**src/rtl/vga_text_display.sv**
```systemverilog
// vga_text_display: VGA timing generator and text-mode renderer.
// Screen memory is indexed by character cell and glyph memory by {code, yoff, xoff}.
// Each pixel passes through two pipeline stages before it reaches the outputs.
module vga_text_display #(
  parameter int unsigned CLKS_PER_PIXEL = 4,
  parameter int unsigned H_VISIBLE      = 640,
  parameter int unsigned H_FRONT        = 16,
  parameter int unsigned H_SYNC         = 96,
  parameter int unsigned H_BACK         = 48,
  parameter int unsigned V_VISIBLE      = 480,
  parameter int unsigned V_FRONT        = 10,
  parameter int unsigned V_SYNC         = 2,
  parameter int unsigned V_BACK         = 33,
  parameter int unsigned COLS           = 40
) (
  input  logic        clock,
  input  logic        reset,
  output logic [10:0] smem_addr,
  input  logic [7:0]  smem_data,
  output logic [15:0] bmem_addr,
  input  logic [11:0] bmem_data,
  output logic        hsync,
  output logic        vsync,
  output logic [3:0]  red,
  output logic [3:0]  green,
  output logic [3:0]  blue,
  output logic        frame_start
);

  localparam int unsigned H_TOTAL  = H_VISIBLE + H_FRONT + H_SYNC + H_BACK;
  localparam int unsigned V_TOTAL  = V_VISIBLE + V_FRONT + V_SYNC + V_BACK;
  localparam int unsigned XW       = $clog2(H_TOTAL);
  localparam int unsigned YW       = $clog2(V_TOTAL);
  localparam int unsigned DW       = (CLKS_PER_PIXEL > 1) ? $clog2(CLKS_PER_PIXEL) : 1;
  localparam int unsigned HS_START = H_VISIBLE + H_FRONT;
  localparam int unsigned HS_END   = HS_START + H_SYNC;
  localparam int unsigned VS_START = V_VISIBLE + V_FRONT;
  localparam int unsigned VS_END   = VS_START + V_SYNC;

  logic [DW-1:0] div;
  logic          pix_en;
  logic [XW-1:0] x;
  logic [YW-1:0] y;
  logic          vis0;
  logic          hs0;
  logic          vs0;
  logic          first0;
  logic [10:0]   row;
  logic [10:0]   col;
  logic [7:0]    code;
  logic [3:0]    xoff;
  logic [3:0]    yoff;
  logic          active;
  logic          hs1;
  logic          vs1;
  logic          first1;

  assign pix_en = (div == DW'(CLKS_PER_PIXEL - 1));

  // Clock divider producing the pixel-rate strobe
  always_ff @(posedge clock or posedge reset) begin
    if (reset) begin
      div <= '0;
    end else if (pix_en) begin
      div <= '0;
    end else begin
      div <= div + DW'(1);
    end
  end

  // Stage 0: raster position counters, y steps when x wraps
  always_ff @(posedge clock or posedge reset) begin
    if (reset) begin
      x <= '0;
      y <= '0;
    end else if (pix_en) begin
      if (x == XW'(H_TOTAL - 1)) begin
        x <= '0;
        y <= (y == YW'(V_TOTAL - 1)) ? '0 : y + YW'(1);
      end else begin
        x <= x + XW'(1);
      end
    end
  end

  // Stage 0 decode: visibility, raw syncs and character-cell address
  always_comb begin
    vis0      = (32'(x) < H_VISIBLE) && (32'(y) < V_VISIBLE);
    hs0       = !((32'(x) >= HS_START) && (32'(x) < HS_END));
    vs0       = !((32'(y) >= VS_START) && (32'(y) < VS_END));
    first0    = (x == '0) && (y == '0);
    row       = 11'(y >> 4);
    col       = 11'(x >> 4);
    // constant multiply reduces to shift-add; max cell index fits in 11 bits
    smem_addr = vis0 ? 11'(row * 11'(COLS) + col) : 11'd0;
  end

  // Stage 1: capture character code and the pixel's attributes
  always_ff @(posedge clock or posedge reset) begin
    if (reset) begin
      code   <= '0;
      xoff   <= '0;
      yoff   <= '0;
      active <= 1'b0;
      hs1    <= 1'b1;
      vs1    <= 1'b1;
      first1 <= 1'b0;
    end else if (pix_en) begin
      code   <= smem_data;
      xoff   <= x[3:0];
      yoff   <= y[3:0];
      active <= vis0;
      hs1    <= hs0;
      vs1    <= vs0;
      first1 <= first0;
    end
  end

  assign bmem_addr = {code, yoff, xoff};

  // Stage 2: registered colour, syncs and the one-clock frame marker
  always_ff @(posedge clock or posedge reset) begin
    if (reset) begin
      red         <= '0;
      green       <= '0;
      blue        <= '0;
      hsync       <= 1'b1;
      vsync       <= 1'b1;
      frame_start <= 1'b0;
    end else begin
      frame_start <= pix_en && first1;
      if (pix_en) begin
        {red, green, blue} <= active ? bmem_data : 12'h000;
        hsync              <= hs1;
        vsync              <= vs1;
      end
    end
  end

endmodule

```
**config.mk**
```make
export PLATFORM = sky130hd
export DESIGN_NAME = vga_text_display
export DESIGN_NICKNAME = d
export VERILOG_FILES = /design/src/rtl/vga_text_display.sv
export SDC_FILE = /design/constraint.sdc
export NUM_CORES = 1
export LEC_CHECK = 0
export CAP_MARGIN = 10
export CORE_MARGIN = 3
export CORE_UTILIZATION = 51
export CTS_BUF_LIST = sky130_fd_sc_hd__clkbuf_16
export DETAILED_ROUTE_END_ITERATION = 6
export PLACE_DENSITY_LB_ADDON = 0.08
export REMOVE_ABC_BUFFERS = 1
export SLEW_MARGIN = 20
export SYNTH_ARGS = -nofsm -noshare
export SYNTH_HDL_FRONTEND = slang
export SYNTH_SLANG_ARGS = --single-unit
```
**constraint.sdc**
```tcl
create_clock -name clock -period 3.1 [get_ports clock]
set_input_delay 0.62 -clock clock [delete_from_list [all_inputs] [get_ports clock]]
set_output_delay 0.62 -clock clock [all_outputs]
set_load 0.05 [all_outputs]
```
==> results.yml, run 1 <==
final_layout:
  fin_area_mm2: 0.00421
  seq_area_mm2: 0.00143
  nets: 401
  fillCellCount: 377
  num_antenna_cells: 0
  multi_input_area_mm2: 0.00151
  syn2layout_area_growth_pct: 41.2
  layout-drive-gt1-share: 0.243
min_path:
  hp-class: "register to register"
  hp-start: "div[0]"
  hold-path-endpoint: "div[0]"
  hold_path_depth: 1
yosys:
  syn_inst: 283
  synth_top_cell_area_share: 0.445
  synth-main-ff-cell: "dfrtp_1"
  ys_ff_latch: 57
  synthTopCellsByArea: "dfrtp_1, mux2_2, ha_1"
  yosysMostFrequentCell: "dfrtp_1"
  synth_commonest_cells: "dfrtp_1, inv_1, nor2_1"
  synth_top_area_cell: "dfrtp_1"
  synth_cell_types: 48
  ys_seq_area_frac: 0.480
  yosysWarningCount: 0
  syn-cell-area_mm2: 0.00298
  async_flop_share: 1.00
  synth_edf_count: 0
  syn_avg_cell_area_um2: 10.5
timing:
  rsz0062_at_grt: "true"
  slew_viol_final: 0
  finalHoldViolations: 0
  min_period_ps: 3190
  timing.final.crit_share: 1.03
  worstMarginPinSlew_ps: 584
  setup_tns_ps: -131
  fmax_mhz: 314
  relSlewSlack: 0.610
  setup_ws_ps: -89.7
  worst_hold_slack_ps: 436
  clock_skew_ps: 7.06
  finalSetupViolCount: 2
grt:
  grt_pass1_wl_um: 10600
  grt_usage: 0.209
  grt_overflow: 0
  grt_pass1_vias: 2184
  antenna_found_initial: 0
  grt_max_degree: 44
route:
  drtIter0Drc: 233
  first_pass_iters: 4
  via_per_inst: 5.29
  wl_per_cell_um: 14.9
  ant_nets: 0
  vias: 2319
  drc: 0
  wl_um: 6530
power_and_ir_drop:
  power.total_w: 0.00190
  power.density_mw_per_mm2: 452
  p_leak_nw: 1.87
  max-vdd-ir-drop_mv: 0.618
floorplan:
  die_height_um: 82.4
  fp.dieW_um: 82.4
  die_area_mm2: 0.00679
  io_pins: 64
  num_rows: 27
  start_util: 0.534
  core_mm2: 0.00557
place:
  place.port_buffers: 63
  gp_congestion: 0.798
  pre_cts_slack_ps: 69.4
  place_area_mm2: 0.00374
  hpwl_um: 4470
setup_path:
  cp-end-kind: "output pin"
  cp-start-kind: "register"
  crit_family: "adder cells"
  r2r_slack_ps: 1130
  cp.required_ps: 2480
  reg2reg_from: "y[6]"
  path_class: "register to output pin"
  crit_path_max_incr_delay_ps: 390
  timing.rr.end: "y[0]"
  cpMaxStageDelayCell: "dfrtp_1"
  path_cells: "ha_1 > ha_2 > inv_2 > fa_2 > xor2_4 > a211oi_4 > xnor3_1 > and2_4 > buf_6"
  reg2reg_depth: 6
  worst-path-max-fanout: 4
  arrival_ps: 2570
  worst-path-buf-inv: 2
cts:
  cts.sinks: 57
  clk_latency_ps: 320
  htreeDepth: 3
  cts_hold_buffers: 0
  cts.reportedPaths.clkPinSlew_ps: 50
  clk_path_buf_depth: 2
  cts_root_buf: "clkbuf_16"
  cts_buffers: 9
  cts_tree: "built"
status:
  violations: "negative setup slack"
  outcome: "complete, but fails checks"
job:
  drv_cap: 0
logic make-up after synthesis:
family,synth area share
simple gates,0.179
flops,0.480
compound gates,0.0785
buf+inv,0.0496
mux,0.0827
fa+ha+maj,0.0806
xor+xnor,0.0487
layout by cell type, fill, tap and decap left out, types with 9 or more instances in the layout:
cell type / instances
xnor2_1: 10
mux2_2: 20
dfrtp_1: 52
nor2_1: 22
clkdlybuf4s50_1: 52
clkbuf_16: 9
buf_4: 17
ha_1: 12
o21ai_0: 19
inv_1: 26
nand2_1: 20
per-layer routing:
metal	share of wire	global-route usage	vias to the layer above	routed length, µm
met5	0	0	-	0
met4	0.014	0.0714	0	94
met3	0.046	0.0629	10	300
met2	0.50	0.320	56	3270
met1	0.44	0.284	1133	2860
li1	-	-	1120	-
worst max path at each step:
| stage | start | end | slack (ps) | cells after the start |
|---|---|---|---|---|
| final | y[7] | smem_addr[9] | -90 | 9 |
| after global routing | y[7] | smem_addr[9] | -160 | 9 |
| after CTS | y[7] | smem_addr[9] | -130 | 9 |
| after detailed placement | y[5] | smem_addr[9] | 70 | 9 |
| after global placement | y[5] | smem_addr[9] | 170 | 9 |
| after floorplan | y[5] | smem_addr[10] | -100 | 8 |
flip-flops by register name, indices dropped and copies added (netlist names), 2 cells and up:
signal	cells
yoff	4
x	10
y	10
code	8
blue	4
red	4
xoff	4
div	2
green	4
cell type report:
cell class,count,area share
Clock buffer,9,0.0536
Clock inverter,7,0.0202
Inverter,28,0.0250
Multi-Input combinational cell,190,0.359
Sequential cell,57,0.341
Tap cell,72,0.0214
Timing Repair Buffer,75,0.181
worst reg2reg max path, delay by kind of cell (launching register included):
kind / cells / cell delay [ps]
muxes: 1 / 270
DFF: 1 / 430
and+or+nand+nor: 3 / 840
buffers and inverters: 2 / 300
where the power goes:
group / internal [W] / total [W] / switching, W
sequential: 0.000759 / 0.000765 / 0.00000631
combinational: 0.0000538 / 0.000130 / 0.0000764
clock: 0.000692 / 0.00101 / 0.000314
total: 0.00151 / 0.00190 / 0.000397
timing repair:
item | in CTS | in global routing
setup buffers | 1 | 4
endpoints found under the setup margin | 3 | 3
gates cloned | 0 | 0
resized for setup | 11 | 10
pin swaps | 4 | 5
per-stage QoR:
stage / util / cells
floorplan: - / 275
global placement: 0.672 / 417
CTS: 0.740 / 434
finish: 0.754 / 438
detailed placement: 0.672 / 417
global route: 0.754 / 438
No activity file was read; power rests on OpenSTA's default activity.
==> inputs of run 2 (changes only) <==
- CTS_CLUSTER_SIZE: not set -> 20
==> results of run 2 <==
Same layout as run 1: the final DEF is identical, and so are final timing and power.
==> inputs of run 3 (changes only) <==
- CAP_MARGIN: 10 -> not set
- CELL_PAD_IN_SITES_DETAIL_PLACEMENT: not set -> 0
- CELL_PAD_IN_SITES_GLOBAL_PLACEMENT: not set -> 1
- CORE_UTILIZATION: 51 -> 39
==> results.yml, run 3 (synthesized netlist as in run 1, its figures left out) <==
timing:
  timing.final.crit_share: 1.03
  worstMarginPinSlew_ps: 553
  relSlewSlack: 0.631
  rsz0062_at_grt: "true"
  slew_viol_final: 0
  setup_ws_ps: -84.6
  finalSetupViolCount: 2
  fmax_mhz: 314
  min_period_ps: 3180
  clock_skew_ps: 4.97
  finalHoldViolations: 0
grt:
  antenna_found_initial: 0
  busiest_layer: "met2"
  grt_overflow: 0
  grt_pass1_wl_um: 10800
  grt_usage: 0.160
  gr-usage-met1: 0.217
  use_met3: 0.0523
  grt_pass1_vias: 2199
  grt_max_degree: 37
  use_met2: 0.239
floorplan:
  fp.dieW_um: 93.4
  die_area_mm2: 0.00872
  io_pins: 64
  die_height_um: 93.4
  num_rows: 31
  start_util: 0.406
  core_mm2: 0.00733
power_and_ir_drop:
  p_leak_nw: 1.86
  p_clk_frac: 0.515
  netSwitchingFraction: 0.227
  p_seq_frac: 0.415
  p_switching_w: 0.000419
  max-vdd-ir-drop_mv: 0.278
  power.density_mw_per_mm2: 443
  power.total_w: 0.00184
  internal_power_w: 0.00142
  combinationalPowerShare: 0.070
cts:
  cts_root_buf: "clkbuf_16"
  cts.reportedPaths.clkPinSlew_ps: 50
  clk_path_buf_depth: 2
  htreeDepth: 3
  cts.sinks: 57
  clk_latency_ps: 320
  cts_buffers: 9
  cts_tree: "built"
final_layout:
  layout_common_cells: "dfrtp_1, clkdlybuf4s50_1, inv_1"
  syn2layout_area_growth_pct: 39.7
  reg_top3: "x x10, y x10, code x8"
  num_antenna_cells: 0
  nets: 400
  layout-drive-gt1-share: 0.230
  fillCellCount: 658
setup_path:
  r2r_slack_ps: 1030
  worst-path-max-fanout: 3
  cp-start-kind: "register"
  cp.required_ps: 2480
  cp-end-kind: "output pin"
  arrival_ps: 2560
  path_class: "register to output pin"
place:
  hpwl_um: 4520
  gp_congestion: 0.784
  pre_cts_slack_ps: 95.6
  place.port_buffers: 63
route:
  drc: 0
  via_per_inst: 4.86
  vias: 2254
  drtIter0Drc: 114
  wl_per_cell_um: 13.9
  ant_nets: 0
  wl_um: 6430
  first_pass_iters: 4
status:
  outcome: "complete, but fails checks"
  violations: "negative setup slack"
job:
  drv_cap: 0
min_path:
  hp-class: "register to register"
-- run 3: changes by cell type in the layout (fill, tap and decap cells not counted), sizes merged --
| cell | before | now |
|---|---|---|
| buf | 23 | 22 |
| clkinvlp | 0 | 2 |
| clkinv | 5 | 3 |
| bufinv | 2 | 1 |
| inv | 28 | 29 |
-- run 3: cell type report --
cell class	instances	area, µm²	area share
well taps	99	124	0.0298
flip-flops and latches	57	1430	0.344
inverters	28	105	0.0252
repair buffers	74	752	0.181
clock buffers	9	225	0.0541
multi-input cells	190	1460	0.351
clock inverters	7	62.6	0.0150
-- run 3: critical path, cell delays in order (launching register included) --
cell,delay [ps]
dfrtp_1,380
ha_1,300
ha_2,180
inv_2,50
fa_2,450
nand2b_4,170
a211oi_2,180
xnor3_1,230
and2_1,170
buf_6,150
-- run 3: through the flow --
step	utilization	cell area, µm²	setup TNS, ps	hold WS, ps	instances
CTS	0.568	4160	-191	434	464
global route	0.568	4160	-344	469	464
finish	0.568	4160	-114	435	464
global placement	0.517	3790	0	414	446
floorplan	-	2940	-138	403	275
detailed placement	0.517	3790	0	422	446
-- run 3: what timing repair did --
action                     4_1_cts  5_1_grt
setup buffers                    2        0
resized for setup               13        0
pin swaps                        5        2
setup endpoints to repair        3        3
hold buffers                     0        0
-- run 3: final timing paths --
kind | endpoint | startpoint | depth (start not counted)
setup / recovery | smem_addr[9] | y[7] | 9
hold / removal | div[0] | div[0] | 1
setup reg to reg | y[8] | div[0] | 5
hold reg to reg | div[0] | div[0] | 1
max in group asynchronous | vsync | reset | 3
min in group asynchronous | code[0] | reset | 2
-- run 3: routing by layer --
metal	share of wire	wire, µm
met3	0.051	325
met1	0.47	3000
met5	0	0
met4	0.015	95
met2	0.47	3010
-- run 3: power groups by stage --
stage / registers (W) / clock network, W / logic (W)
after global placement: 0.000777 / 0 / 0.000132
after detailed placement: 0.000777 / 0 / 0.000132
after CTS: 0.000765 / 0.000977 / 0.000133
after global routing: 0.000766 / 0.00100 / 0.000139
after floorplan: 0.000825 / 0 / 0.0000206
final: 0.000765 / 0.000949 / 0.000130
